===== config.mk =====
export PLATFORM = sky130hd
export DESIGN_NAME = cc_line_fill_unit_flat
export DESIGN_NICKNAME = d
export VERILOG_FILES = /design/src/rtl/cc_pkg.sv /design/src/rtl/cc_line_fill_unit_if.sv /design/src/rtl/cc_line_fill_unit.sv /design/src/flat_wrapper.sv
export SDC_FILE = /design/constraint.sdc
export NUM_CORES = 1
export LEC_CHECK = 0
export BUFFER_PORTS_ARGS = -buffer_cell sky130_fd_sc_hd__buf_4
export CELL_PAD_IN_SITES_DETAIL_PLACEMENT = 1
export CELL_PAD_IN_SITES_GLOBAL_PLACEMENT = 1
export CORE_AREA = 2 2 252 254
export DETAILED_ROUTE_END_ITERATION = 8
export DIE_AREA = 0 0 254 256
export PLACE_DENSITY = 0.78
export SLEW_MARGIN = 20
export SYNTH_ARGS = -nofsm -noshare
export SYNTH_HDL_FRONTEND = slang
export SYNTH_SLANG_ARGS = --single-unit

===== constraint.sdc =====
create_clock -name clk -period 10.1 [get_ports clk]
set_clock_uncertainty 0.15 [all_clocks]
set_input_delay 0.505 -clock clk [delete_from_list [all_inputs] [get_ports clk]]
set_output_delay 0.505 -clock clk [all_outputs]
set_load 0.01 [all_outputs]

===== src/rtl/cc_pkg.sv =====
// Shared cache-controller definitions: AXI response/burst encodings, the fill
// FSM state type and helpers for the line-fill derived widths.
package cc_pkg;

  localparam logic [1:0] RESP_OKAY   = 2'b00;
  localparam logic [1:0] RESP_EXOKAY = 2'b01;
  localparam logic [1:0] RESP_SLVERR = 2'b10;
  localparam logic [1:0] RESP_DECERR = 2'b11;

  localparam logic [1:0] BURST_INCR  = 2'b01;
  localparam logic [1:0] BURST_WRAP  = 2'b10;

  typedef enum logic [1:0] {
    IDLE  = 2'd0,
    FILL  = 2'd1,
    WRITE = 2'd2
  } fill_state_e;

  function automatic int beats_f(input int line_bytes, input int data_w);
    return (line_bytes * 8) / data_w;
  endfunction

  // A single-beat line still needs a 1-bit pointer/counter to exist.
  function automatic int ptr_w_f(input int beats);
    return (beats > 1) ? $clog2(beats) : 1;
  endfunction

  function automatic int tag_w_f(input int addr_w, input int index_w, input int line_bytes);
    return addr_w - index_w - $clog2(line_bytes);
  endfunction

endpackage


===== src/rtl/cc_line_fill_unit_if.sv =====
// Miss-address FIFO pop channel and memory read-data channel of the line-fill unit.
interface cc_line_fill_unit_if #(
  parameter int ADDR_W = 32,
  parameter int DATA_W = 64
);

  logic              miss_valid_i;
  logic [ADDR_W-1:0] miss_addr_i;
  logic              miss_ready_o;
  logic [DATA_W-1:0] mem_rdata_i;
  logic [1:0]        mem_rresp_i;
  logic              mem_rlast_i;
  logic              mem_rvalid_i;
  logic              mem_rready_o;

  modport slave (
    input  miss_valid_i, miss_addr_i, mem_rdata_i, mem_rresp_i, mem_rlast_i, mem_rvalid_i,
    output miss_ready_o, mem_rready_o
  );

  modport master (
    output miss_valid_i, miss_addr_i, mem_rdata_i, mem_rresp_i, mem_rlast_i, mem_rvalid_i,
    input  miss_ready_o, mem_rready_o
  );

endinterface


===== src/rtl/cc_line_fill_unit.sv =====
// Cache-line fill engine: accepts one miss, gathers the read burst into a line
// buffer and writes {valid, tag} plus the whole line to the tag/data SRAM at once.
module cc_line_fill_unit
  import cc_pkg::*;
#(
  parameter int ADDR_W     = 32,
  parameter int DATA_W     = 64,
  parameter int LINE_BYTES = 64,
  parameter int INDEX_W    = 9,
  parameter bit WRAP_EN    = 1'b1,
  localparam int TAG_W     = tag_w_f(ADDR_W, INDEX_W, LINE_BYTES)
) (
  input  logic                    clk,
  input  logic                    rst_n,
  cc_line_fill_unit_if.slave      bus,
  output logic                    wren_o,
  output logic [INDEX_W-1:0]      waddr_o,
  output logic [TAG_W:0]          wdata_tag_o,
  output logic [LINE_BYTES*8-1:0] wdata_data_o,
  output logic                    fill_done_o,
  output logic                    fill_err_o,
  output logic                    busy_o
);

  localparam int BEATS    = beats_f(LINE_BYTES, DATA_W);
  localparam int OFFSET_W = $clog2(LINE_BYTES);
  localparam int BOFF_W   = $clog2(DATA_W / 8);
  localparam int PTR_W    = ptr_w_f(BEATS);
  localparam logic [PTR_W-1:0] LAST_CNT = PTR_W'(BEATS - 1);

  fill_state_e        state_q;
  logic [PTR_W-1:0]   ptr_q, cnt_q, crit_beat;
  logic [TAG_W-1:0]   tag_q;
  logic [INDEX_W-1:0] index_q, waddr_q;
  logic [TAG_W:0]     wtag_q;
  logic               err_q, miss_ready_q, rready_q, busy_q, wren_q, done_q, ferr_q;
  logic [DATA_W-1:0]  line_q [BEATS];
  logic [LINE_BYTES*8-1:0] line_flat;
  logic               beat, resp_bad, end_burst, err_d;
  logic [OFFSET_W-1:0] unused_offset;

  assign unused_offset = bus.miss_addr_i[OFFSET_W-1:0];

  generate
    if (BEATS > 1) begin : g_crit
      assign crit_beat = WRAP_EN ? bus.miss_addr_i[OFFSET_W-1:BOFF_W] : '0;
    end else begin : g_crit_single
      assign crit_beat = '0;
    end
  endgenerate

  // A burst ends on rlast or on the BEATS-th beat; any disagreement between the two is a length error.
  always_comb begin
    beat      = rready_q && bus.mem_rvalid_i;
    resp_bad  = (bus.mem_rresp_i == RESP_SLVERR) || (bus.mem_rresp_i == RESP_DECERR);
    end_burst = bus.mem_rlast_i || (cnt_q == LAST_CNT);
    err_d     = err_q || resp_bad || (bus.mem_rlast_i != (cnt_q == LAST_CNT));
  end

  always_ff @(posedge clk or negedge rst_n) begin
    if (!rst_n) begin
      state_q      <= IDLE;
      ptr_q        <= '0;
      cnt_q        <= '0;
      tag_q        <= '0;
      index_q      <= '0;
      err_q        <= 1'b0;
      miss_ready_q <= 1'b0;
      rready_q     <= 1'b0;
      busy_q       <= 1'b0;
      wren_q       <= 1'b0;
      done_q       <= 1'b0;
      ferr_q       <= 1'b0;
      waddr_q      <= '0;
      wtag_q       <= '0;
    end else begin
      case (state_q)
        IDLE: begin
          miss_ready_q <= 1'b1;
          if (bus.miss_valid_i && miss_ready_q) begin
            tag_q        <= bus.miss_addr_i[ADDR_W-1 -: TAG_W];
            index_q      <= bus.miss_addr_i[OFFSET_W +: INDEX_W];
            ptr_q        <= crit_beat;
            cnt_q        <= '0;
            err_q        <= 1'b0;
            miss_ready_q <= 1'b0;
            rready_q     <= 1'b1;
            busy_q       <= 1'b1;
            state_q      <= FILL;
          end
        end
        FILL: begin
          if (beat) begin
            ptr_q <= ptr_q + PTR_W'(1);
            cnt_q <= cnt_q + PTR_W'(1);
            err_q <= err_d;
            if (end_burst) begin
              rready_q <= 1'b0;
              done_q   <= 1'b1;
              ferr_q   <= err_d;
              wren_q   <= !err_d;
              waddr_q  <= index_q;
              wtag_q   <= {1'b1, tag_q};
              state_q  <= WRITE;
            end
          end
        end
        WRITE: begin
          done_q       <= 1'b0;
          ferr_q       <= 1'b0;
          wren_q       <= 1'b0;
          busy_q       <= 1'b0;
          miss_ready_q <= 1'b1;
          state_q      <= IDLE;
        end
        default: state_q <= IDLE;
      endcase
    end
  end

  // Line buffer holds data only; its contents are meaningless until a fill completes.
  always_ff @(posedge clk) begin
    if (beat) line_q[ptr_q] <= bus.mem_rdata_i;
  end

  always_comb begin
    line_flat = '0;
    for (int k = 0; k < BEATS; k++) line_flat[k*DATA_W +: DATA_W] = line_q[k];
  end

  assign bus.miss_ready_o = miss_ready_q;
  assign bus.mem_rready_o = rready_q;
  assign wren_o           = wren_q;
  assign waddr_o          = waddr_q;
  assign wdata_tag_o      = wtag_q;
  assign wdata_data_o     = wren_q ? line_flat : '0;
  assign fill_done_o      = done_q;
  assign fill_err_o       = ferr_q;
  assign busy_o           = busy_q;

endmodule


===== src/flat_wrapper.sv =====
// flat-port wrapper written by rule: the top's interface ports become plain ports
module cc_line_fill_unit_flat import cc_pkg::*;
#(
  parameter int ADDR_W     = 32,
  parameter int DATA_W     = 64,
  parameter int LINE_BYTES = 64,
  parameter int INDEX_W    = 9,
  parameter bit WRAP_EN    = 1'b1,
  localparam int TAG_W     = tag_w_f(ADDR_W, INDEX_W, LINE_BYTES)
)
  (clk, rst_n, wren_o, waddr_o, wdata_tag_o, wdata_data_o, fill_done_o, fill_err_o, busy_o, bus_miss_valid_i, bus_miss_addr_i, bus_mem_rdata_i, bus_mem_rresp_i, bus_mem_rlast_i, bus_mem_rvalid_i, bus_miss_ready_o, bus_mem_rready_o);
  cc_line_fill_unit_if #(.ADDR_W(ADDR_W), .DATA_W(DATA_W)) bus_i ();
  input  logic clk;
  input  logic rst_n;
  output logic wren_o;
  output logic [INDEX_W-1:0] waddr_o;
  output logic [TAG_W:0] wdata_tag_o;
  output logic [LINE_BYTES*8-1:0] wdata_data_o;
  output logic fill_done_o;
  output logic fill_err_o;
  output logic busy_o;
  input wire logic [$bits(bus_i.miss_valid_i)-1:0] bus_miss_valid_i;
  input wire logic [$bits(bus_i.miss_addr_i)-1:0] bus_miss_addr_i;
  input wire logic [$bits(bus_i.mem_rdata_i)-1:0] bus_mem_rdata_i;
  input wire logic [$bits(bus_i.mem_rresp_i)-1:0] bus_mem_rresp_i;
  input wire logic [$bits(bus_i.mem_rlast_i)-1:0] bus_mem_rlast_i;
  input wire logic [$bits(bus_i.mem_rvalid_i)-1:0] bus_mem_rvalid_i;
  output wire logic [$bits(bus_i.miss_ready_o)-1:0] bus_miss_ready_o;
  output wire logic [$bits(bus_i.mem_rready_o)-1:0] bus_mem_rready_o;
  assign bus_i.miss_valid_i = bus_miss_valid_i;
  assign bus_i.miss_addr_i = bus_miss_addr_i;
  assign bus_i.mem_rdata_i = bus_mem_rdata_i;
  assign bus_i.mem_rresp_i = bus_mem_rresp_i;
  assign bus_i.mem_rlast_i = bus_mem_rlast_i;
  assign bus_i.mem_rvalid_i = bus_mem_rvalid_i;
  assign bus_miss_ready_o = bus_i.miss_ready_o;
  assign bus_mem_rready_o = bus_i.mem_rready_o;
  cc_line_fill_unit #(.ADDR_W(ADDR_W), .DATA_W(DATA_W), .LINE_BYTES(LINE_BYTES), .INDEX_W(INDEX_W), .WRAP_EN(WRAP_EN)) u_core (.clk(clk), .rst_n(rst_n), .bus(bus_i), .wren_o(wren_o), .waddr_o(waddr_o), .wdata_tag_o(wdata_tag_o), .wdata_data_o(wdata_data_o), .fill_done_o(fill_done_o), .fill_err_o(fill_err_o), .busy_o(busy_o));
endmodule

## After elaboration in Yosys (flattened, before gate mapping)

Memories as Yosys holds them, arrays and structs flattened.
Index checks and enable logic that the tools add are counted.

- Add/subtract/negate cells: 2
- Multipliers: 0
- Div/mod/pow operators: 0
- $lt $le $gt $ge: 0
- Equal/unequal tests: 9
- Shift operators: 0
- Mux-type cells: 32
- Bitwise operators: 0
- Reduce and logical (&&, ||, !) cells: 18

Operators with widths:

| operator | number |
|---|---|
| $mux W512 | 1 |
| $mux W1 | 14 |
| $pmux W1 S2 | 7 |
| $mux W3 | 4 |
| $pmux W3 S2 | 2 |
| $reduce_and A3 Y1 | 4 |
| $add A3 B1 Y3 const B | 2 |
| $eq A2 B2 Y1 const B | 3 |
| $mux W2 | 3 |
| $ne A2 B1 Y1 const B | 3 |
| $reduce_bool A2 Y1 | 3 |
| $logic_or A1 B1 Y1 | 4 |
| $pmux W2 S2 | 1 |
| $reduce_and A2 Y1 | 2 |
| $reduce_and A4 Y1 | 1 |
| $eq A3 B3 Y1 const B | 1 |
| $eq A2 B1 Y1 const B | 1 |
| $logic_and A1 B1 Y1 | 2 |
| $logic_not A2 Y1 | 1 |
| $logic_not A1 Y1 | 1 |
| $ne A1 B1 Y1 | 1 |

- Register bits: 68
- Latch bits: 0
- Bits in writable memories: 512
- Bits in read-only memories: 0
- Input port bits: 103
- Output and inout bits: 545
- Memories: 1

Memories:

| name | depth | bits a word | rd ports | clocked after memory_dff | wr ports | line | RTL |
|---|---|---|---|---|---|---|---|
| u_core.line_q | 8 | 64 | 8 | 0 | 1 | cc_line_fill_unit.sv:37 | `logic [DATA_W-1:0] line_q [BEATS];` |

## Logic depth before layout (Yosys ltp)

- Depth after elaboration: 8
- Gate-level depth with buffers: 8
- Mapped depth without buffers: 7

## Worst setup path after synthesis

Ideal clock, no wire load.

- Path kind: register to register
- Start point: register u_core.rready_q (netlist: u_core.bus.mem_rready_o)
- End point: memory u_core.line_q[0][0] (enable)
- Setup time: 0.644 ns
- Data arrival time: 6.695 ns
- Path slack: 2.611 ns
- Cell stages (with the launch flop): 3
- Path buffers: 0
- Period minus slack after synthesis: 7.489 ns
- Cells stage by stage: dfrtp_1 > nand2_2 > nor4_1

- Word-level cells in the longest chain between the ends: 3

Ends and longest elaborated chain:

| element | line | RTL |
|---|---|---|
| from (decl) | cc_line_fill_unit.sv:36 | `logic err_q, miss_ready_q, rready_q, busy_q, wren_q, done_q, ferr_q;` |
| from (signal assigned) | cc_line_fill_unit.sv:69 | `rready_q <= 1'b0;` |
| from (signal assigned) | cc_line_fill_unit.sv:87 | `rready_q <= 1'b1;` |
| from (signal assigned) | cc_line_fill_unit.sv:98 | `rready_q <= 1'b0;` |
| $logic_and A1 B1 Y1 | cc_line_fill_unit.sv:54 | `beat = rready_q && bus.mem_rvalid_i;` |
| $mux W1 | cc_line_fill_unit.sv:123 | `if (beat) line_q[ptr_q] <= bus.mem_rdata_i;` |
| $mux W1 (implied by the code) | cc_line_fill_unit.sv:123 |  |
| to (decl) | cc_line_fill_unit.sv:37 |  |

No other way between the ends.

## Worst setup path after layout

- Start point: register u_core.wren_q (netlist: u_core.wren_o)
- End point: output port wdata_data_o[351]

- Word-level cells in the longest chain between the ends: 1

Ends and longest elaborated chain:

| element | line | RTL |
|---|---|---|
| from (decl) | cc_line_fill_unit.sv:36 |  |
| from (signal assigned) | cc_line_fill_unit.sv:101 | `wren_q <= !err_d;` |
| $mux W512 | cc_line_fill_unit.sv:136 | `assign wdata_data_o = wren_q ? line_flat : '0;` |
| to (decl) | flat_wrapper.sv:18 | `output logic [LINE_BYTES*8-1:0] wdata_data_o;` |

No other way between the ends.

==> results.md <==
- The clock-pin transition on the worst setup and hold timing paths is 0.07 ns.
- The CTS tree is done.
- With fillers left out, the area of the finished cells amounts to 0.0306 mm^2.
- After detailed routing, the average wire length per cell comes to 23.6 um.
- The via count of the first global-routing pass is 14800.
- The initial antenna violation count is 0.
- For this run, the total global-route usage over all layers was measured as 0.208.
- After the first detailed-routing iteration, the DRC count stood at 750.
- The share of the cycle needed by the critical path after routing is 0.440.
- The number of iterations in the first detailed-routing pass is 5.
- The post-layout minimum cycle time is 4.44 ns.
- The post-CTS setup buffer count is 0.
- The worst IR drop on VDD is 0.164 mV.
- The pin count of the biggest net entering global routing is 142.
- The number of different library cells in the post-synthesis netlist is 35.
- Dividing total power by cell area gives a power density of 253 mW/mm^2.
- The count of nets left with antenna violations once routing finished came out at 0.
- The final number of setup-violating endpoints is 0.
- Input and output buffers added on the ports amount to 643.
- The endpoint kind of the worst setup timing path is an output port.
- In this run the static leakage power is 12.4 nW.
- The overall power is 7.73 mW.
- The post-detailed-route via-to-cell ratio is 4.68.
- The hold violation count in the final report is 0.
- By area the synthesized netlist is led by edfxtp_1, and2_1, dfrtp_1, mux2_4, mux2_2.
- TritonCTS created 60 clock buffers.
- The area growth from synthesis to layout is 40.4%.
- The max-capacitance violation count is 0.
- The transition at the pin with the smallest max-transition slack is 1.02 ns.
- The antenna cell count is 0.
- The H-tree was split into 2 levels.
- The net count of the mapped netlist is 1399.
- The count of yosys warnings during synthesis is 0.
- The clock passes through at most 3 buffers.
- The number of cells produced by synthesis is 1289.
- The achievable clock frequency is 225 MHz.
- The placeable core area is 0.0624 mm^2.
- The proportion of netlist area held by the largest area contributor is 0.706.
- Setup repair after global routing left no endpoint under its margin.
- The number of nets in the finished design is 2144.
- The final-layout setup total negative slack is 0 ns.
- The routed wire length is 69.2 mm.
- The flop and latch count out of synthesis is 580.
- Of the synthesized area, sequential elements account for 0.784.
- The run finished with clean final reports.
- The slowest stage of the critical path belongs to the cell dfrtp_4.
- The dominant cell type by count on the critical path is buf_4.
- The floorplan has 92 rows.
- The data arrival time of the critical path is 3.79 ns.
- The via count of the routed design is 13700.
- The clock drives 580 sinks.
- Of the cells placed in the final design, the portion with a size suffix greater than 1 is 0.398.
- The worst setup path is launched from a flop.
- The total grt overflow is 0.
- Of all cell types, the one taking the most synthesized area is edfxtp_1.
- Measured on the finished design, the core utilization comes to 0.490.
- The residual DRC count is 0.
- The number of gates resized after cts is 0.
- The path class of the tightest hold or removal check is in2reg.
- The total cell area at the placement stage is 0.0276 mm^2.
- The later pin in the worst-skew pair is clocked with a latency of 0.60 ns.
- The full die area is 0.0650 mm^2.
- The max-slew violation count came to 0.
- The post-DP HPWL is 44.2 mm.
- During I/O placement, the number of pins put on the boundary was 648.
- The global placement routability congestion is 0.795.
- The first-pass GRT wire length is 99.7 mm.
- The worst hold margin is 0.0336 ns.
- By startpoint and endpoint, the worst setup path is classified as reg2out.
- Headroom to the max-slew limit came out at 0.321.
- Along the worst path, the maximum fanout reaches 135.
- The synthesized netlist occupies a cell area of 0.0218 mm^2.
- The starting density of the core is 0.349.
- The delay of the slowest cell on the worst path is 1.00 ns.
- In this run the clock root is driven by a clkbuf_16.
- In this run the horizontal extent of the chip is 254 um.
- The worst endpoint required time is 9.45 ns.
- The average size of a mapped cell is 16.9 um^2.
- The layout filler cell count is 6205.
- Measured along the y axis, the die boundary spans 256 um.
- Traced cell by cell, the critical path runs through buf_6, buf_4, and2_1, buf_4.
==> final cells by class <==
| cell class | instances | area [um^2] | share of cell area |
|---|---|---|---|
| sequential | 580 | 17100 | 0.558 |
| timing repair buffer | 748 | 5860 | 0.192 |
| multi-input combinational | 634 | 4450 | 0.145 |
| clock buffer | 70 | 1550 | 0.0506 |
| tap | 846 | 1060 | 0.0346 |
| clock inverter | 41 | 557 | 0.0182 |
| inverter | 10 | 37.5 | 0.00123 |
==> registers in the layout, indices dropped and copies added (netlist names) <==
| name | count |
|---|---|
| u_core.busy_o | 1 |
| u_core.bus.mem_rready_o | 1 |
| u_core.fill_done_o | 1 |
| u_core.ptr_q | 3 |
| u_core.tag_q | 17 |
| u_core.cnt_q | 3 |
| u_core.err_q | 1 |
| u_core.wren_o | 1 |
| u_core.wdata_tag_o | 18 |
| u_core.fill_err_o | 1 |
| u_core.index_q | 9 |
| u_core.waddr_o | 9 |
| u_core.bus.miss_ready_o | 1 |
| u_core.line_q | 512 |
| u_core.state_q | 2 |
==> what timing repair did <==
item	CTS	global route
endpoints found under the setup margin	0	0
hold endpoints to repair	540	0
hold buffers	84	0
==> critical path: cells and delay by family, from the launching register on <==
family	cells	cell delay (ns)
buffers and inverters	3	1.57
and+or+nand+nor	1	0.30
DFF	1	1.00
==> kinds of logic after synthesis <==
group                    Yosys count  share of synthesized area
multiplexers                      61                     0.0359
flip-flops                       580                      0.784
AO/OA/AOI/OAI                     19                    0.00626
buffers and inverters             75                     0.0145
adder cells (fa/ha/maj)            7                    0.00402
AND/OR/NAND/NOR                  547                      0.156
==> stage by stage <==
| step | instances | setup slack, ns |
|---|---|---|
| floorplan | 1289 | 2.61 |
| global placement | 2732 | 6.15 |
| detailed placement | 2733 | 5.96 |
| CTS | 2928 | 5.24 |
| global route | 2929 | 5.32 |
| finish | 2929 | 5.66 |
==> cell usage in the layout (no fill, tap or decap), types with 2 or more instances in the layout <==
cell type,instances
clkinv_1,7
a21oi_1,7
buf_4,661
clkinvlp_4,4
a21boi_2,2
clkbuf_1,9
dfrtp_1,67
nand2b_1,4
mux2_4,27
and2_1,512
bufinv_16,13
nor2_1,3
o21ai_0,3
ha_1,7
nor2_4,3
edfxtp_1,512
nand3_1,5
clkbuf_16,60
inv_1,10
mux2_2,29
nand2_1,6
dlygate4sd3_1,84
mux2i_1,5
nor3_2,4
clkinv_2,13
==> final timing paths <==
kind                                startpoint               endpoint  slack [ns]  cells after the start
max in group asynchronous                rst_n          u_core.wren_o        8.73                      2
min in group asynchronous                rst_n  u_core.wdata_tag_o[7]        0.42                      2
min                        bus_mem_rdata_i[49]   u_core.line_q[5][49]        0.03                      1
min reg2reg                    u_core.tag_q[1]        u_core.tag_q[1]        0.35                      1
max reg2reg                    u_core.ptr_q[1]   u_core.line_q[7][36]        7.24                      3
max                              u_core.wren_o      wdata_data_o[351]        5.66                      4
==> layer usage <==
layer	track usage	vias to the layer above	routed length, um
met5	0	-	0
met4	0.0889	0	3000
met2	0.369	572	35500
met1	0.232	6984	25400
met3	0.0587	146	5280
li1	-	5994	-
==> report_power, final <==
group          internal (mW)  total, mW  switching [mW]
Combinational           1.00       2.17            1.17
Clock                   1.43       2.36           0.933
Sequential              3.01       3.20           0.187
Total                   5.44       7.73            2.29
==> cell usage after synthesis <==
| cell type | instances |
|---|---|
| buf_4 | 2 |
| and4b_1 | 1 |
| nand2_1 | 6 |
| a21boi_2 | 2 |
| nand4_1 | 1 |
| nand3b_1 | 1 |
| nor2_1 | 6 |
| a31oi_1 | 1 |
| mux2_2 | 29 |
| buf_2 | 4 |
| nor4_1 | 2 |
| mux2i_1 | 5 |
| ha_1 | 7 |
| o311ai_0 | 1 |
| nor3_1 | 5 |
| mux2_4 | 27 |
| a21o_1 | 1 |
| a21oi_1 | 7 |
| nand4b_1 | 1 |
| nand3_1 | 5 |
| a21boi_0 | 1 |
| o21bai_1 | 1 |
| clkbuf_1 | 56 |
| nand2b_1 | 4 |
| nand2_2 | 1 |
| edfxtp_1 | 512 |
| inv_1 | 10 |
| or3_1 | 1 |
| dfrtp_1 | 68 |
| or4b_1 | 1 |
| o21ai_0 | 3 |
| and2_1 | 512 |
| o22ai_1 | 1 |
| buf_6 | 3 |
| a211oi_4 | 1 |
Power figures use the tool's default switching activity.
